### src/rtl/t06_tone_pkg.sv
// Shared width, state type and duty clip helper for the tone generator.
package t06_tone_pkg;

    localparam int TONE_W = 19;

    typedef enum logic {
        IDLE = 1'b0,
        RUN  = 1'b1
    } tone_state_e;

    function automatic logic [TONE_W-1:0] duty_clip(input logic [TONE_W-1:0] max_v,
                                                    input logic [TONE_W-1:0] ratio_v);
        return (ratio_v < max_v) ? ratio_v : max_v;
    endfunction

endpackage

### src/rtl/t06_tone_counter.sv
// Period counter: counts 0..max-1 while inc is high, flags the terminal count on wrap.
module t06_tone_counter
    import t06_tone_pkg::*;
(
    input  logic              clk,
    input  logic              nRst,
    input  logic              clr,
    input  logic              inc,
    input  logic [TONE_W-1:0] max,
    output logic [TONE_W-1:0] cnt,
    output logic              wrap
);

    logic [TONE_W-1:0] cnt_q;
    logic [TONE_W-1:0] cnt_d;

    // max is never 0 while inc is high, so max-1 cannot underflow in use
    assign wrap = (cnt_q == (max - TONE_W'(1)));
    assign cnt  = cnt_q;

    always_comb begin
        cnt_d = cnt_q;
        if (clr) begin
            cnt_d = '0;
        end else if (inc) begin
            cnt_d = wrap ? '0 : cnt_q + TONE_W'(1);
        end
    end

    always_ff @(posedge clk) begin
        if (!nRst) begin
            cnt_q <= '0;
        end else begin
            cnt_q <= cnt_d;
        end
    end

endmodule

### src/rtl/t06_tone_gen.sv
// Square-wave tone generator with period/high-time shadowed at each period boundary.
// Optional T06_TONE_VOLUME_EN adds a 2-bit volume input that right-shifts the high time.
//
// state | meaning
// IDLE  | counter held at 0, pwm_out low, waiting for en with a non-rest note
// RUN   | counting a period; shadows reload (or drain to IDLE) only at wrap
module t06_tone_gen
    import t06_tone_pkg::*;
(
    input  logic              clk,
    input  logic              nRst,
    input  logic              en,
    input  logic [TONE_W-1:0] max_in,
    input  logic [TONE_W-1:0] ratio_lookup,
`ifdef T06_TONE_VOLUME_EN
    input  logic [1:0]        volume,
`endif
    output logic              pwm_out,
    output logic              period_done,
    output logic              busy
);

    tone_state_e       state_q, state_d;
    logic [TONE_W-1:0] max_q, max_d;
    logic [TONE_W-1:0] duty_q, duty_d;
    logic              pwm_q, pwm_d;
    logic              done_q, done_d;

    logic              cnt_clr;
    logic              cnt_inc;
    logic [TONE_W-1:0] cnt;
    logic              wrap;
    logic              load_ok;
    logic [TONE_W-1:0] new_duty;

    assign load_ok = en && (max_in != '0) && (ratio_lookup != '0);

`ifdef T06_TONE_VOLUME_EN
    assign new_duty = duty_clip(max_in, ratio_lookup) >> volume;
`else
    assign new_duty = duty_clip(max_in, ratio_lookup);
`endif

    t06_tone_counter u_counter (
        .clk  (clk),
        .nRst (nRst),
        .clr  (cnt_clr),
        .inc  (cnt_inc),
        .max  (max_q),
        .cnt  (cnt),
        .wrap (wrap)
    );

    always_comb begin
        state_d = state_q;
        max_d   = max_q;
        duty_d  = duty_q;
        pwm_d   = 1'b0;
        done_d  = 1'b0;
        cnt_clr = 1'b1;
        cnt_inc = 1'b0;
        case (state_q)
            IDLE: begin
                if (load_ok) begin
                    state_d = RUN;
                    max_d   = max_in;
                    duty_d  = new_duty;
                end
            end
            RUN: begin
                cnt_clr = 1'b0;
                cnt_inc = 1'b1;
                pwm_d   = (cnt < duty_q);
                if (wrap) begin
                    done_d = 1'b1;
                    if (load_ok) begin
                        max_d  = max_in;
                        duty_d = new_duty;
                    end else begin
                        // drain: the period has completed, drop straight to silence
                        state_d = IDLE;
                        pwm_d   = 1'b0;
                    end
                end
            end
            default: state_d = IDLE;
        endcase
    end

    always_ff @(posedge clk) begin
        if (!nRst) begin
            state_q <= IDLE;
            max_q   <= '0;
            duty_q  <= '0;
            pwm_q   <= 1'b0;
            done_q  <= 1'b0;
        end else begin
            state_q <= state_d;
            max_q   <= max_d;
            duty_q  <= duty_d;
            pwm_q   <= pwm_d;
            done_q  <= done_d;
        end
    end

    assign pwm_out     = pwm_q;
    assign period_done = done_q;
    assign busy        = (state_q == RUN);

endmodule

### config.mk
export PLATFORM = sky130hd
export DESIGN_NAME = t06_tone_gen
export DESIGN_NICKNAME = d
export VERILOG_FILES = /design/src/rtl/t06_tone_pkg.sv /design/src/rtl/t06_tone_counter.sv /design/src/rtl/t06_tone_gen.sv
export SDC_FILE = /design/constraint.sdc
export NUM_CORES = 1
export LEC_CHECK = 0
export BUFFER_PORTS_ARGS = -buffer_cell sky130_fd_sc_hd__buf_2
export CAP_MARGIN = 5
export CORE_MARGIN = 2
export CORE_UTILIZATION = 50
export CTS_BUF_LIST = sky130_fd_sc_hd__clkbuf_2
export CTS_CLUSTER_SIZE = 12
export DETAILED_ROUTE_END_ITERATION = 8
export PLACE_DENSITY_LB_ADDON = 0.25
export SKIP_LAST_GASP = 1
export SYNTH_ARGS = -nofsm -noshare
export SYNTH_HDL_FRONTEND = slang
export SYNTH_HIERARCHICAL = 1
export SYNTH_SLANG_ARGS = --single-unit
### constraint.sdc
create_clock -name clk -period 3.7 [get_ports clk]
set_input_delay 0.37 -clock clk [delete_from_list [all_inputs] [get_ports clk]]
set_output_delay 0.37 -clock clk [all_outputs]
set_load 0.02 [all_outputs]
* Yosys cells after proc, flatten, opt, wreduce, memory -nomap -nowiden
Cells that the tools add are included.
** Word-level totals
- Bits in registers :: 60
- Bits of input ports :: 41
- Output and inout bits :: 3
- Word-level logic and storage cells :: 33
** Cells by class
- Add/subtract/negate cells :: 2
- $lt $le $gt $ge :: 2
- Equality and inequality tests :: 2
- Mux-type cells :: 15
- Bitwise logic cells :: 1
- Reductions and logical operators :: 5
** Operator list (count)
- $mux 19 :: 6
- $pmux 19 s2 :: 2
- $lt 19x19->1 :: 2
- $reduce_bool 19->1 :: 2
- $add 19x1->19 const B :: 1
- $eq 19x19->1 :: 1
- $sub 19x1->19 const B :: 1
- $mux 1 :: 6
- $logic_and 1x1->1 :: 2
- $ne 2x1->1 const B :: 1
- $pmux 1 s2 :: 1
- $reduce_and 2->1 :: 1
- $not 1->1 :: 1

* Logic depth before layout (Yosys ltp)
- Depth after elaboration :: 6
- Depth in mapped cells :: 15
- Depth with buffers taken out :: 13

* Modules after synthesis
Netlist, hierarchy kept.
** By module, submodules not included
- t06_tone_gen :: instances 1, cells an instance 338, area each 2752.6 sq um
- t06_tone_counter :: instances 1, cells an instance 184, area each 1458.9 sq um

* Worst setup path after synthesis
OpenSTA, ideal clock, no wires.
- Path type :: flip-flop to flip-flop
- Start :: register max_q[0]
- End :: register duty_q[0]
- Library setup time :: 132 ps
- Data arrival time :: 3614 ps
- Data required time :: 3568 ps
- Slack :: -46 ps
- Cell stages (with the launch flop) :: 15
- Buffers on the path :: 1
- Period minus slack after synthesis :: 3746 ps
- Cells stage by stage :: dfxtp_1 inv_1 ha_1 or4b_4 or4_1 xnor2_1 or4_1 or4_1 nor2_1 inv_1 a2bb2oi_1 nand2_2 buf_2 nor4_1 a211oi_2
** On the way
- Longest elaborated chain between the ends :: 3
** Ends and longest elaborated chain
- from (decl) :: line t06_tone_gen.sv:24 : logic [TONE_W-1:0] max_q, max_d;
- from (signal assigned) :: line t06_tone_gen.sv:99 : max_q <= max_d;
- $sub 19x1->19 :: line t06_tone_counter.sv:18 : assign wrap = (cnt_q == (max - TONE_W'(1)));
- $eq 19x19->1 :: line t06_tone_counter.sv:18
- named net wrap :: line t06_tone_gen.sv:32 : logic wrap;
- $ne 2x1->1 (no source line)
- to (signal assigned) :: line t06_tone_gen.sv:100 : duty_q <= duty_d;
- to (decl) :: line t06_tone_gen.sv:25 : logic [TONE_W-1:0] duty_q, duty_d;
The timed path passes the listed nets, and every way through them passes these cells.
A chain may end at the register's enable or synchronous reset.

* Final worst setup path
- Start :: register max_q[0]
- End :: register duty_q[17]
Same word-level chain as after synthesis.

==> summary.md <==
| Metric | Value |
|---|---|
| Die width | 95.8 um |
| Register bit count reported by yosys | 60 |
| Met3 usage | 2.51% |
| Post-Syn Area | 4210 um2 |
| Layout cell share with drive strength beyond 1 | 24.4% |
| Area grow syn2layout | 22.2% |
| Worst hold path stage count | 3 |
| Met2 Use GR | 43.4% |
| H-tree depth | 3 |
| Final Max Slew Viols | 0 |
| Drt via density | 5.82 |
| Net Sw Frac | 36.1% |
| Clock share of power | 22.4% |
| Total power | 1.49 mW |
| Area contributors post-synth | dfxtp_1, ha_1, nand2_1 |
| Residual DRC | 0 |
| Reg area | 1200 um2 |
| CP Class | flip-flop to flip-flop |
| Core Area | 8180 um2 |
| Global routing usage on met1 | 34.9% |
| Worst Hold End | max_q[15]$_SDFFE_PN0P_ |
| Failing checks | negative setup slack |
| Yosys cell types | 57 |
| # port buffers | 43 |
| Ys Warns | 6 |
| Slew @ Worst Pin | 0.885 ns |
| Tmin final | 3.70 ns |
| Hold Violations, Final | 0 |
| Vias in the first global route | 3789 |
| Drt total wl | 11500 um |
| Clock buffer count from CTS | 9 |
| GR peak layer | met2 |
| Post-DP Area | 4660 um2 |
| FP Rows | 33 |
| IO Pins | 44 |
| Die ar. | 9170 um2 |
| Endpoint class of the critical path | flip-flop |
| NetSw | 0.540 mW |
| Gr ovfl total | 0 |
| N_diodes | 0 |
| Drt first-iter violations | 179 |
| Synthesized instance count | 522 |
| Worst setup margin | -0.00359 ns |
| Pwr dens | 290 nW/um2 |
| First-pass GRT wire length | 18500 um |
| Reg-to-reg critical path startpoint | max_q[0]$_SDFFE_PN0P_ |
| Most used DFF post-synth | dfxtp_1 |
| Max-slew headroom | 41.0% |
| Final setup violation count | 1 |
| Clock transition at path regs | 0.20 ns |
| Sequential area share after synthesis | 28.5% |
| Status | complete, but fails checks |
| Maximum VDD drop | 0.164 mV |
| Hold Path Origin | max_in[15] |
| Global placer's final weighted congestion | 0.866 |
| Multi-input gate area in the final layout | 3030 um2 |
| Clk_skew | 0.0302 ns |
| Post-DRT Antenna Nets | 0 |
| Sum Neg Setup Slack | -0.00359 ns |
| Critical Path Fanout Max | 8 |
| R2R setup slack | -0.004 ns |
| Layout Nets | 660 |
| Initial antenna violation count | 0 |
| Worst Path Arrival | 4.06 ns |
| Maximum clock rate | 270 MHz |
| Internal Pwr Total | 0.954 mW |
| RR Endpoint | duty_q[17]$_SDFFE_PN0P_ |
| Avg Cell Area, Syn | 8.07 um2 |
| Hold_ws | 0.118 ns |
| Worst Reg-to-Reg Cells | 14 |
| Lkg Pwr | 2.14 nW |
| Detailed Place HPWL | 8210 um |
| Largest area contributor in the netlist | dfxtp_1 |
| Final instance area | 5150 um2 |
| Area share of the leading cell type in the synthesized netlist | 28.5% |
| Filler Cell Count | 691 |
| Max-cap violation count | 0 |
| RSZ-0062 raised after global routing | yes |
| Gr usage total | 25.9% |
| Required @ worst endpoint | 4.05 ns |
| CTS Root Cell | clkbuf_2 |
| Initial core utilization | 51.5% |
| CTS tree | built |
| Clock Sinks | 60 |
| Worst Setup SP | max_q[0]$_SDFFE_PN0P_ |
| Comb power frac | 30.2% |
| Syn Nets | 601 |
| Die Span Y | 95.8 um |
| Worst skew pair latency | 0.50 ns |
| Routed WL per cell | 16.6 um |
| Largest net degree at the start of global routing | 42 |
| Sequential share of power | 47.4% |
| Crit share post-route | 100% |
| Post-synth EDFFs | 0 |
| Ys async rst share | 0% |
| 1st-pass router iterations | 5 |
| Core Util, Final | 62.9% |
| Critical Path Start Type | flip-flop |
| Hold Crit Class | primary input to flip-flop |
| Clock buffer depth | 2 |
| Vias | 4015 |
## what timing repair did
| item | 4_1_cts | 5_1_grt |
|---|---|---|
| endpoints found under the setup margin | 23 | 38 |
| pin swaps | 8 | 7 |
| buffers inserted | 2 | 2 |
| hold endpoints to repair | 0 | 0 |
| resized for setup | 32 | 20 |
| hold buffers | 0 | 0 |
| gates cloned | 3 | 1 |
## per-layer routing
metal  routed length (um)  vias to the layer above
met4                  170                        0
met3                  435                       15
li1                     -                     1971
met1                 5160                     1906
met2                 5710                      123
met5                    0                        -
## flip-flops by register name, summed over array words and instances, names as in the netlist
| name | flops |
|---|---|
| busy | 1 |
| duty_q | 19 |
| max_q | 19 |
| period_done | 1 |
| pwm_out | 1 |
| u_counter/cnt | 19 |
## Yosys cell counts (11+ instances only)
library cell and count:
dfxtp_1 60, nand2_1 57, nor2_1 55, inv_1 44, ha_1 38, nor4_1 29, o21ai_0 23, xor2_1 23
xnor2_1 17, a21boi_1 15, nand3_1 14, a21oi_1 12, a211oi_2 11, a21o_1 11
## placed cells by master (no fill, tap or decap), types with 16 or more instances in the layout
cell type | Yosys | routed
a21boi_1 | 15 | 16
buf_2 | 7 | 43
buf_4 | 1 | 23
dfxtp_1 | 60 | 58
ha_1 | 38 | 37
inv_1 | 44 | 41
nand2_1 | 57 | 57
nor2_1 | 55 | 46
nor4_4 | 0 | 16
o21ai_0 | 23 | 23
xnor2_1 | 17 | 16
xor2_1 | 23 | 23
## through the flow
| stage | setup slack, ns | std cells |
|---|---|---|
| final | -0.00359 | 690 |
| after global routing | -0.121 | 690 |
| after CTS | -0.00927 | 688 |
| after detailed placement | -0.148 | 668 |
| after global placement | -0.0150 | 668 |
| after floorplan | 0.00223 | 522 |
## area by class of cell
cell class	count	share of cell area [%]
clock buffers	9	0.875
flip-flops and latches	60	23.4
repair buffers	72	10.4
inverters	44	3.21
clock inverters	6	0.632
multi-input cells	394	58.9
well taps	105	2.55
## worst max-delay path by stage
stage	endpoint	slack (ns)
floorplan	duty_q[11]$_SDFFE_PN0P_	0.002
global placement	duty_q[14]$_SDFFE_PN0P_	-0.02
detailed placement	duty_q[15]$_SDFFE_PN0P_	-0.15
CTS	duty_q[15]$_SDFFE_PN0P_	-0.009
global route	duty_q[17]$_SDFFE_PN0P_	-0.12
finish	duty_q[17]$_SDFFE_PN0P_	-0.004
## power by group through the flow
stage	clock (mW)	sequential [mW]	combinational (mW)
after floorplan	0	0.715	0.263
after global placement	0	0.718	0.363
after detailed placement	0	0.720	0.375
after CTS	0.334	0.707	0.425
after global routing	0.375	0.713	0.490
final	0.335	0.708	0.451
## cells by family (layout without fill, tap and decap cells)
| logic type | count (synthesis) | in the layout | synth area share (%) |
|---|---|---|---|
| simple gates | 200 | 200 | 23.4 |
| compound gates | 113 | 113 | 20.1 |
| buf+inv | 68 | 131 | 7.61 |
| flops | 60 | 60 | 28.5 |
| xor+xnor | 40 | 40 | 8.32 |
| fa+ha+maj | 38 | 38 | 11.3 |
| mux | 3 | 3 | 0.743 |
## critical path, stage by stage, from the launching register on
cell and delay (ns):
dfxtp_2 0.36, inv_2 0.06, ha_4 0.12, or4b_4 0.46
or4_4 0.44, xnor2_2 0.14, or4_4 0.49, or4_4 0.44
nor2_4 0.13, inv_2 0.06, a2bb2oi_4 0.16, nand2_4 0.13
buf_12 0.20, nor4_4 0.29, a211oi_2 0.08
Note: power is estimated with default switching activity, not from simulation.
